<file path="src/rtl/level_tile_arbiter.sv">
// Shares the single-port level tile memory between the display prefetch path (strict priority)
// and random physics lookups; also produces the per-pixel blockType for the display controller.
module level_tile_arbiter #(
    parameter int unsigned COLS     = 20,
    parameter int unsigned ROWS     = 15,
    parameter int unsigned H_OFFSET = 144,
    parameter int unsigned V_OFFSET = 35,
    parameter int unsigned PREFETCH = 4,
    parameter int unsigned ADDR_W   = 11
) (
    input  logic              clk,
    input  logic              reset,
    input  logic              frameStart,
    input  logic [9:0]        hCount,
    input  logic [9:0]        vCount,
    input  logic [1:0]        levelSel,
    input  logic              physReq,
    input  logic [4:0]        physCol,
    input  logic [3:0]        physRow,
    output logic              physAck,
    output logic [2:0]        physBlockType,
    output logic              memEn,
    output logic [ADDR_W-1:0] memAddr,
    input  logic [2:0]        memRdata,
    output logic [2:0]        blockType
);
    localparam int unsigned GRID_W      = COLS * 32;
    localparam int unsigned GRID_H      = ROWS * 32;
    localparam int unsigned LEVEL_TILES = COLS * ROWS;

    // Registered state
    logic [1:0] level_q, level_d;
    logic       pf_valid_q, pf_valid_d;
    logic [5:0] pf_col_q, pf_col_d, pf_row_q, pf_row_d;
    logic [2:0] next_tile_q, next_tile_d;
    logic       disp_valid_q, disp_valid_d;
    logic [5:0] disp_col_q, disp_col_d, disp_row_q, disp_row_d;
    logic [2:0] block_d;
    logic       mem_en_d;
    logic [ADDR_W-1:0] mem_addr_d;
    logic       ack_d;
    logic [2:0] phys_bt_d;

    // Read pipeline: s1 = cycle memEn is high, s2 = cycle memRdata is valid
    logic       s1_valid_q, s1_valid_d, s1_phys_q, s1_phys_d, s1_oor_q, s1_oor_d;
    logic [5:0] s1_col_q, s1_col_d, s1_row_q, s1_row_d;
    logic       s2_valid_q, s2_phys_q, s2_oor_q;
    logic [5:0] s2_col_q, s2_row_q;

    // Raster-derived combinational signals
    logic [9:0]  px, py;
    logic [10:0] px_ahead, py_next;
    logic        in_grid;
    logic [5:0]  cur_col, cur_row, tgt_col, tgt_row;
    logic        tgt_empty, disp_busy, disp_need, disp_go;
    logic        phys_busy, phys_oor, phys_go;

    function automatic logic [ADDR_W-1:0] tile_addr(input logic [1:0] lvl,
                                                    input logic [5:0] row,
                                                    input logic [5:0] col);
        return ADDR_W'(32'(lvl) * LEVEL_TILES + 32'(row) * COLS + 32'(col));
    endfunction

    // Raster position, current tile and prefetch target
    always_comb begin
        px       = hCount - 10'(H_OFFSET);
        py       = vCount - 10'(V_OFFSET);
        px_ahead = 11'(px) + 11'(PREFETCH);
        py_next  = 11'(py) + 11'd1;
        in_grid  = (32'(px) < GRID_W) && (32'(py) < GRID_H);
        cur_col  = 6'(px >> 5);
        cur_row  = 6'(py >> 5);
        if (32'(px_ahead) < GRID_W) begin
            tgt_col = 6'(px_ahead >> 5);
            tgt_row = 6'(py >> 5);
        end else begin
            tgt_col = 6'd0;
            tgt_row = 6'(py_next >> 5);
        end
        tgt_empty = 32'(tgt_row) >= ROWS;
        disp_busy = (s1_valid_q && !s1_phys_q) || (s2_valid_q && !s2_phys_q);
        disp_need = (!pf_valid_q || tgt_col != pf_col_q || tgt_row != pf_row_q) && !disp_busy;
        disp_go   = disp_need && !tgt_empty;
        phys_busy = (s1_valid_q && s1_phys_q) || (s2_valid_q && s2_phys_q) || physAck;
        phys_oor  = (32'(physCol) >= COLS) || (32'(physRow) >= ROWS);
        phys_go   = physReq && !phys_busy && !disp_go;
    end

    // Next-state: arbitration, read returns and displayed tile update
    always_comb begin
        level_d      = level_q;
        pf_valid_d   = pf_valid_q;
        pf_col_d     = pf_col_q;
        pf_row_d     = pf_row_q;
        next_tile_d  = next_tile_q;
        disp_valid_d = disp_valid_q;
        disp_col_d   = disp_col_q;
        disp_row_d   = disp_row_q;
        block_d      = blockType;
        mem_en_d     = 1'b0;
        mem_addr_d   = memAddr;
        ack_d        = 1'b0;
        phys_bt_d    = physBlockType;
        s1_valid_d   = 1'b0;
        s1_phys_d    = 1'b0;
        s1_oor_d     = 1'b0;
        s1_col_d     = 6'd0;
        s1_row_d     = 6'd0;

        if (frameStart) begin
            level_d = levelSel;
        end

        if (disp_go) begin
            mem_en_d   = 1'b1;
            mem_addr_d = tile_addr(level_q, tgt_row, tgt_col);
            s1_valid_d = 1'b1;
            s1_col_d   = tgt_col;
            s1_row_d   = tgt_row;
        end else if (phys_go) begin
            mem_en_d   = !phys_oor;
            if (!phys_oor) begin
                mem_addr_d = tile_addr(level_q, 6'(physRow), 6'(physCol));
            end
            s1_valid_d = 1'b1;
            s1_phys_d  = 1'b1;
            s1_oor_d   = phys_oor;
        end

        // Targets below the last row resolve immediately to an empty tile
        if (disp_need && tgt_empty) begin
            pf_valid_d  = 1'b1;
            pf_col_d    = tgt_col;
            pf_row_d    = tgt_row;
            next_tile_d = 3'd0;
        end

        if (s2_valid_q) begin
            if (s2_phys_q) begin
                ack_d     = 1'b1;
                phys_bt_d = s2_oor_q ? 3'd0 : memRdata;
            end else begin
                next_tile_d = memRdata;
                pf_valid_d  = 1'b1;
                pf_col_d    = s2_col_q;
                pf_row_d    = s2_row_q;
            end
        end

        if (in_grid) begin
            if (!disp_valid_q || cur_col != disp_col_q || cur_row != disp_row_q) begin
                block_d      = next_tile_q;
                disp_valid_d = 1'b1;
                disp_col_d   = cur_col;
                disp_row_d   = cur_row;
            end
        end else begin
            block_d      = 3'd0;
            disp_valid_d = 1'b0;
        end
    end

    always_ff @(posedge clk) begin
        if (reset) begin
            level_q       <= 2'd0;
            pf_valid_q    <= 1'b0;
            pf_col_q      <= 6'd0;
            pf_row_q      <= 6'd0;
            next_tile_q   <= 3'd0;
            disp_valid_q  <= 1'b0;
            disp_col_q    <= 6'd0;
            disp_row_q    <= 6'd0;
            blockType     <= 3'd0;
            memEn         <= 1'b0;
            memAddr       <= '0;
            physAck       <= 1'b0;
            physBlockType <= 3'd0;
            s1_valid_q    <= 1'b0;
            s1_phys_q     <= 1'b0;
            s1_oor_q      <= 1'b0;
            s1_col_q      <= 6'd0;
            s1_row_q      <= 6'd0;
            s2_valid_q    <= 1'b0;
            s2_phys_q     <= 1'b0;
            s2_oor_q      <= 1'b0;
            s2_col_q      <= 6'd0;
            s2_row_q      <= 6'd0;
        end else begin
            level_q       <= level_d;
            pf_valid_q    <= pf_valid_d;
            pf_col_q      <= pf_col_d;
            pf_row_q      <= pf_row_d;
            next_tile_q   <= next_tile_d;
            disp_valid_q  <= disp_valid_d;
            disp_col_q    <= disp_col_d;
            disp_row_q    <= disp_row_d;
            blockType     <= block_d;
            memEn         <= mem_en_d;
            memAddr       <= mem_addr_d;
            physAck       <= ack_d;
            physBlockType <= phys_bt_d;
            s1_valid_q    <= s1_valid_d;
            s1_phys_q     <= s1_phys_d;
            s1_oor_q      <= s1_oor_d;
            s1_col_q      <= s1_col_d;
            s1_row_q      <= s1_row_d;
            s2_valid_q    <= s1_valid_q;
            s2_phys_q     <= s1_phys_q;
            s2_oor_q      <= s1_oor_q;
            s2_col_q      <= s1_col_q;
            s2_row_q      <= s1_row_q;
        end
    end

endmodule

</file>
<file path="config.mk">
export PLATFORM = sky130hd
export DESIGN_NAME = level_tile_arbiter
export DESIGN_NICKNAME = d
export VERILOG_FILES = /design/src/rtl/level_tile_arbiter.sv
export SDC_FILE = /design/constraint.sdc
export NUM_CORES = 1
export LEC_CHECK = 0
export BUFFER_PORTS_ARGS = -buffer_cell sky130_fd_sc_hd__buf_2
export CORE_AREA = 8 8 103 114
export CTS_BUF_LIST = sky130_fd_sc_hd__clkbuf_16
export DETAILED_ROUTE_END_ITERATION = 16
export DIE_AREA = 0 0 111 122
export GPL_TIMING_DRIVEN = 0
export PLACE_DENSITY = 0.78
export RECOVER_POWER = 100
export SYNTH_ARGS = -nofsm -noshare
export SYNTH_HDL_FRONTEND = slang
export SYNTH_SLANG_ARGS = --single-unit
export TNS_END_PERCENT = 20
</file>
<file path="constraint.sdc">
create_clock -name clk -period 7 [get_ports clk]
set_input_delay 0.7 -clock clk [delete_from_list [all_inputs] [get_ports clk]]
set_output_delay 0.7 -clock clk [all_outputs]
set_load 0.05 [all_outputs]
</file>
; ---- After elaboration in Yosys (flattened, before gate mapping)
; Index checks and enable logic that the tools add are counted.
[classes]
addsub = 8
n_mul = 3
div = 0
order_cmp = 6
n_eq_ne = 5
n_shift = 0
mux = 23
bitwise_logic = 4
reduce_logical = 36
[op_table]
columns = op, count
row1 = 6-bit two-way mux, 8
row2 = 11-bit two-way mux, 3
row3 = 3-bit two-way mux, 4
row4 = 6-bit != test, 2
row5 = 10-bit by 1-bit adder with 11-bit output (second input constant), 1
row6 = 10-bit by 3-bit adder with 11-bit output (second input constant), 1
row7 = 11-bit adder, 1
row8 = 11-bit by 5-bit adder with 11-bit output, 1
row9 = 11-bit by 6-bit adder with 11-bit output, 1
row10 = 11-bit by 9-bit adder with 11-bit output, 1
row11 = 11-bit by 10-bit < comparator with 1-bit output (second input constant), 1
row12 = 1-bit logical AND, 10
row13 = 10-bit < comparator (second input constant), 1
row14 = 10-bit by 9-bit < comparator with 1-bit output (second input constant), 1
row15 = 5-bit != test, 2
row16 = 10-bit by 6-bit subtractor with 10-bit output (second input constant), 1
row17 = 10-bit by 8-bit subtractor with 10-bit output (second input constant), 1
row18 = 1-bit logical NOT, 9
row19 = 2-bit by 7-bit multiplier with 9-bit output (second input constant), 1
row20 = 6-bit by 3-bit multiplier with 9-bit output (second input constant), 1
row21 = 1-bit logical OR, 8
row22 = 1-bit two-way mux, 8
row23 = 2-bit OR reduction, 4
row24 = 4-bit by 3-bit multiplier with 7-bit output (second input constant), 1
row25 = other kinds (8), 13
[word_totals]
register_bits = 78
latch_bits = 0
ramBits = 0
romBits = 0
in_bits = 38
memories = 0

; ---- Logic depth before layout (Yosys ltp)
[logic_depth]
word_depth = 13
depth_mapped = 23
depth_no_buf = 22

; ---- Worst setup path after synthesis
; No wires, ideal clock.
[synth_timing]
path_kind = input-to-reg
start = input port hCount[4]
end = register memAddr[10]
setup_ns = 0.135
arrival_time_ns = 5.105
setup_slack_ns = 1.760
path_stages = 22
path_buffers = 1
cell_sequence = inv_1 ha_1 nor4bb_1 o211ai_1 o31a_1 o22a_1 or3_1 and2_1 clkbuf_1 xnor2_1 fa_1 inv_1 ha_1 a21o_1 a21oi_1 o21bai_1 a21oi_1 o21bai_1 a21oi_1 xor2_1 xnor2_1 o31ai_2
[synth_via]
elab_chain_cells = 13
elab_cells_between_ends = 22
[synth_lines]
columns = item, line_no
row1 = from (decl), 14  ; input logic [9:0] hCount,
row2 = 10-bit by 8-bit subtractor with 10-bit output *, 66  ; px = hCount - 10'(H_OFFSET);
row3 = 10-bit by 3-bit adder with 11-bit output *, 68  ; px_ahead = 11'(px) + 11'(PREFETCH);
row4 = branches (longest 11 deep; another with 11-bit by 10-bit < comparator with 1-bit output), --
row5 = to (signal assigned), 199  ; memAddr <= mem_addr_d;
row6 = to (decl), 23  ; output logic [ADDR_W-1:0] memAddr,
; Mark *: on every way between the ends.
; A chain may end at the register's enable or synchronous reset.

; ---- Worst setup path after layout
; Same ends and word-level chain as after synthesis.

==> flow_summary.ini <==
[layout]
diodes = 0
finish.utilization = 0.604
drive_gt1_frac = 0.102
final_cell_mix = dfxtp_1 (78), nor2_1 (53), clkbuf_1 (46)
final_common_cell = dfxtp_1
final_net_count = 742
area_delta_synth_final_pct = 12.0

[worst_hold_path]
hold_path_class = reg -> reg
hold_path_depth = 1

[global_route]
grt_use_total = 0.190
grt_pass1_wl_mm = 21.3
grt_max_degree = 16
antenna_found_initial = 0
first_global_vias = 4624
grt_overflow = 0

[worst_setup_path]
reg2regPathDepth = 8
critPathKind = in -> reg
cp.required_ns = 7.20
crit_path_frequent_cell = a21oi_1
start_kind = input port
end_kind = flip-flop
crit_path_max_fanout = 6
cp_slowest_stage_delay_ns = 0.59
crit_chain = clkbuf_1 -> inv_1 -> ha_1 -> nor4bb_1 -> o211ai_1 -> o31a_1 -> o32ai_1 -> nand2_1 -> xnor2_1 -> a21oi_1 -> ha_1 -> fa_1 -> ha_1 -> a21oi_1 -> o21bai_1 -> a21oi_1 -> o21bai_1 -> a21oi_1 -> xor2_1 -> xnor2_1 -> o31ai_2
timing.critical_path.slowest_stage_cell = o32ai_1
cp.arrival_ns = 6.14

[floorplanning]
start_util = 0.540
die_w_um = 111
core_area_um2 = 9750
io_pins = 57
num_rows = 38
die_area_um2 = 13500
chipHeight_um = 122

[synth]
yosys_warnings = 0
ys_seq_area_frac = 0.297
netlist_area_um2 = 5260
synth.distinct_cells = 79
ys_seq_elements = 78
synth-compound-area-share = 0.191
async_reset_ff_frac = 0
synthMuxAreaShare = 0.0385
synth_top_family_by_area = simple AND/OR/NAND/NOR gates
syn_inst = 590
yosys.area_share.simple = 0.202
synth-edff-count = 0
synthAdderAreaFrac = 0.132
synthFlopType = dfxtp_1
syn_area_per_cell_um2 = 8.91
synth_xor_area_frac = 0.0914

[cts]
hold_buffers = 0
post_cts_buffers = 0
cts.sinks = 78
root_buffer = clkbuf_16
clockBufferDepth = 2
clock_latency_ns = 0.34
cts-resized-gates = 0
path_clk_slew_ns = 0.06
htree_levels = 3
cts_tree = built
cts_buffers = 9

[timing]
maxSlewViolCount = 5
fin_skew_ns = 0.00786
setup_viol_count_final = 0
max_slew_margin = -0.365
hold_viol = 0
max_slew.worst_pin.slew_ns = 2.00
fmax_mhz = 168
finalSetupTns_ns = 0
rsz0062_at_grt = no
min_period_over_period = 0.849
period_needed_ns = 5.94

[placement]
hpwl_mm = 10.1
gp_congestion = 0.855
port_buffers = 51

[routing]
wl_per_cell_um = 16.5
vias = 4558
routed_wl_mm = 12.8
drt_iter0_drc = 216
vias_per_cell = 5.84
drcViolationCount = 0
detail-route-antenna-nets = 0
firstDrtPassIters = 4

[power]
net-switching-power_mw = 0.491
powerDensity_nw_per_um2 = 242
comb_power_share = 0.316
seq_power_share = 0.352
p_leak_nw = 2.43
p_sw_frac = 0.345
clkPwrFrac = 0.332
total_power_mw = 1.42
p_int_mw = 0.933
ir_worst_vdd_mv = 0.139

[run_status]
violations = capacitance limit, slew limit
outcome = finished with violations

[job]
maxCapViolCount = 1
==> synthesized netlist by cell type (18+ instances only) <==
cell type / count / area share
nor2b_1: 25 / 0.030
xnor2_1: 27 / 0.045
ha_1: 38 / 0.090
mux2i_1: 18 / 0.034
dfxtp_1: 78 / 0.30
a21oi_1: 31 / 0.030
inv_1: 36 / 0.026
nor2_1: 52 / 0.037
clkbuf_1: 19 / 0.014
o21ai_0: 26 / 0.025
nand2_1: 32 / 0.023
nor3_1: 20 / 0.019
==> state kept, by name, summed over array words and instances, names as in the netlist, 2 cells and up <==
register and cells:
s1_col_q 6, disp_col_q 5, memAddr 11, next_tile_q 3, pf_col_q 6, s2_col_q 6
level_q 2, physBlockType 3, s2_row_q 6, pf_row_q 6, disp_row_q 5, s1_row_q 6
blockType 3
==> cells by family after synthesis <==
logic type | after synthesis
simple gates | 196
compound gates | 138
flops | 78
buf+inv | 61
fa+ha+maj | 49
xor+xnor | 47
mux | 20
other cells | 1
==> critical path, delay by kind of cell <==
| family | cells | cell delay [ns] |
|---|---|---|
| AND/OR/NAND/NOR | 2 | 0.66 |
| adder cells (fa/ha/maj) | 4 | 1.54 |
| AO/OA/AOI/OAI | 10 | 2.13 |
| buffers and inverters | 2 | 0.33 |
| XOR/XNOR | 3 | 0.76 |
==> final timing paths <==
kind / startpoint / end / slack [ns]
worst max-delay path: hCount[4] / memAddr[10] / 1.06
worst min-delay path: s1_oor_q / s2_oor_q / 0.44
worst max register to register: disp_col_q[0] / disp_col_q[3] / 3.29
worst min register to register: s1_oor_q / s2_oor_q / 0.44
==> power by group through the flow <==
stage	combinational [mW]	clock, mW	sequential (mW)
6_report	0.450	0.473	0.501
5_1_grt	0.499	0.498	0.504
4_1_cts	0.464	0.480	0.500
3_5_place_dp	0.459	0	0.509
3_3_place_gp	0.445	0	0.508
2_1_floorplan	0.308	0	0.552
==> final cells by class <==
cell class / instances / area, µm²
fill: 877 / 3860
multi-input combinational: 454 / 3420
sequential: 78 / 1560
timing repair buffer: 51 / 229
clock buffer: 9 / 225
tap: 120 / 150
inverter: 36 / 135
buffer: 25 / 93.8
clock inverter: 7 / 80.1
==> stage by stage <==
stage               worst slack (ns)  hold slack, ns  cell area (µm²)  cells
CTS                             1.25           0.440             5990    780
finish                          1.06           0.440             5890    780
detailed placement             0.908           0.424             5680    764
global placement                1.09           0.415             5680    764
global route                   0.492           0.456             5890    780
floorplan                       1.76           0.414             5270    593
==> layer usage <==
layer,track usage,vias up,part of all wire
li1,-,2229,-
met1,0.205,2172,0.41
met2,0.342,124,0.50
met3,0.0364,33,0.053
met4,0.114,0,0.032
met5,0,-,0
Power figures use the tool's default switching activity.
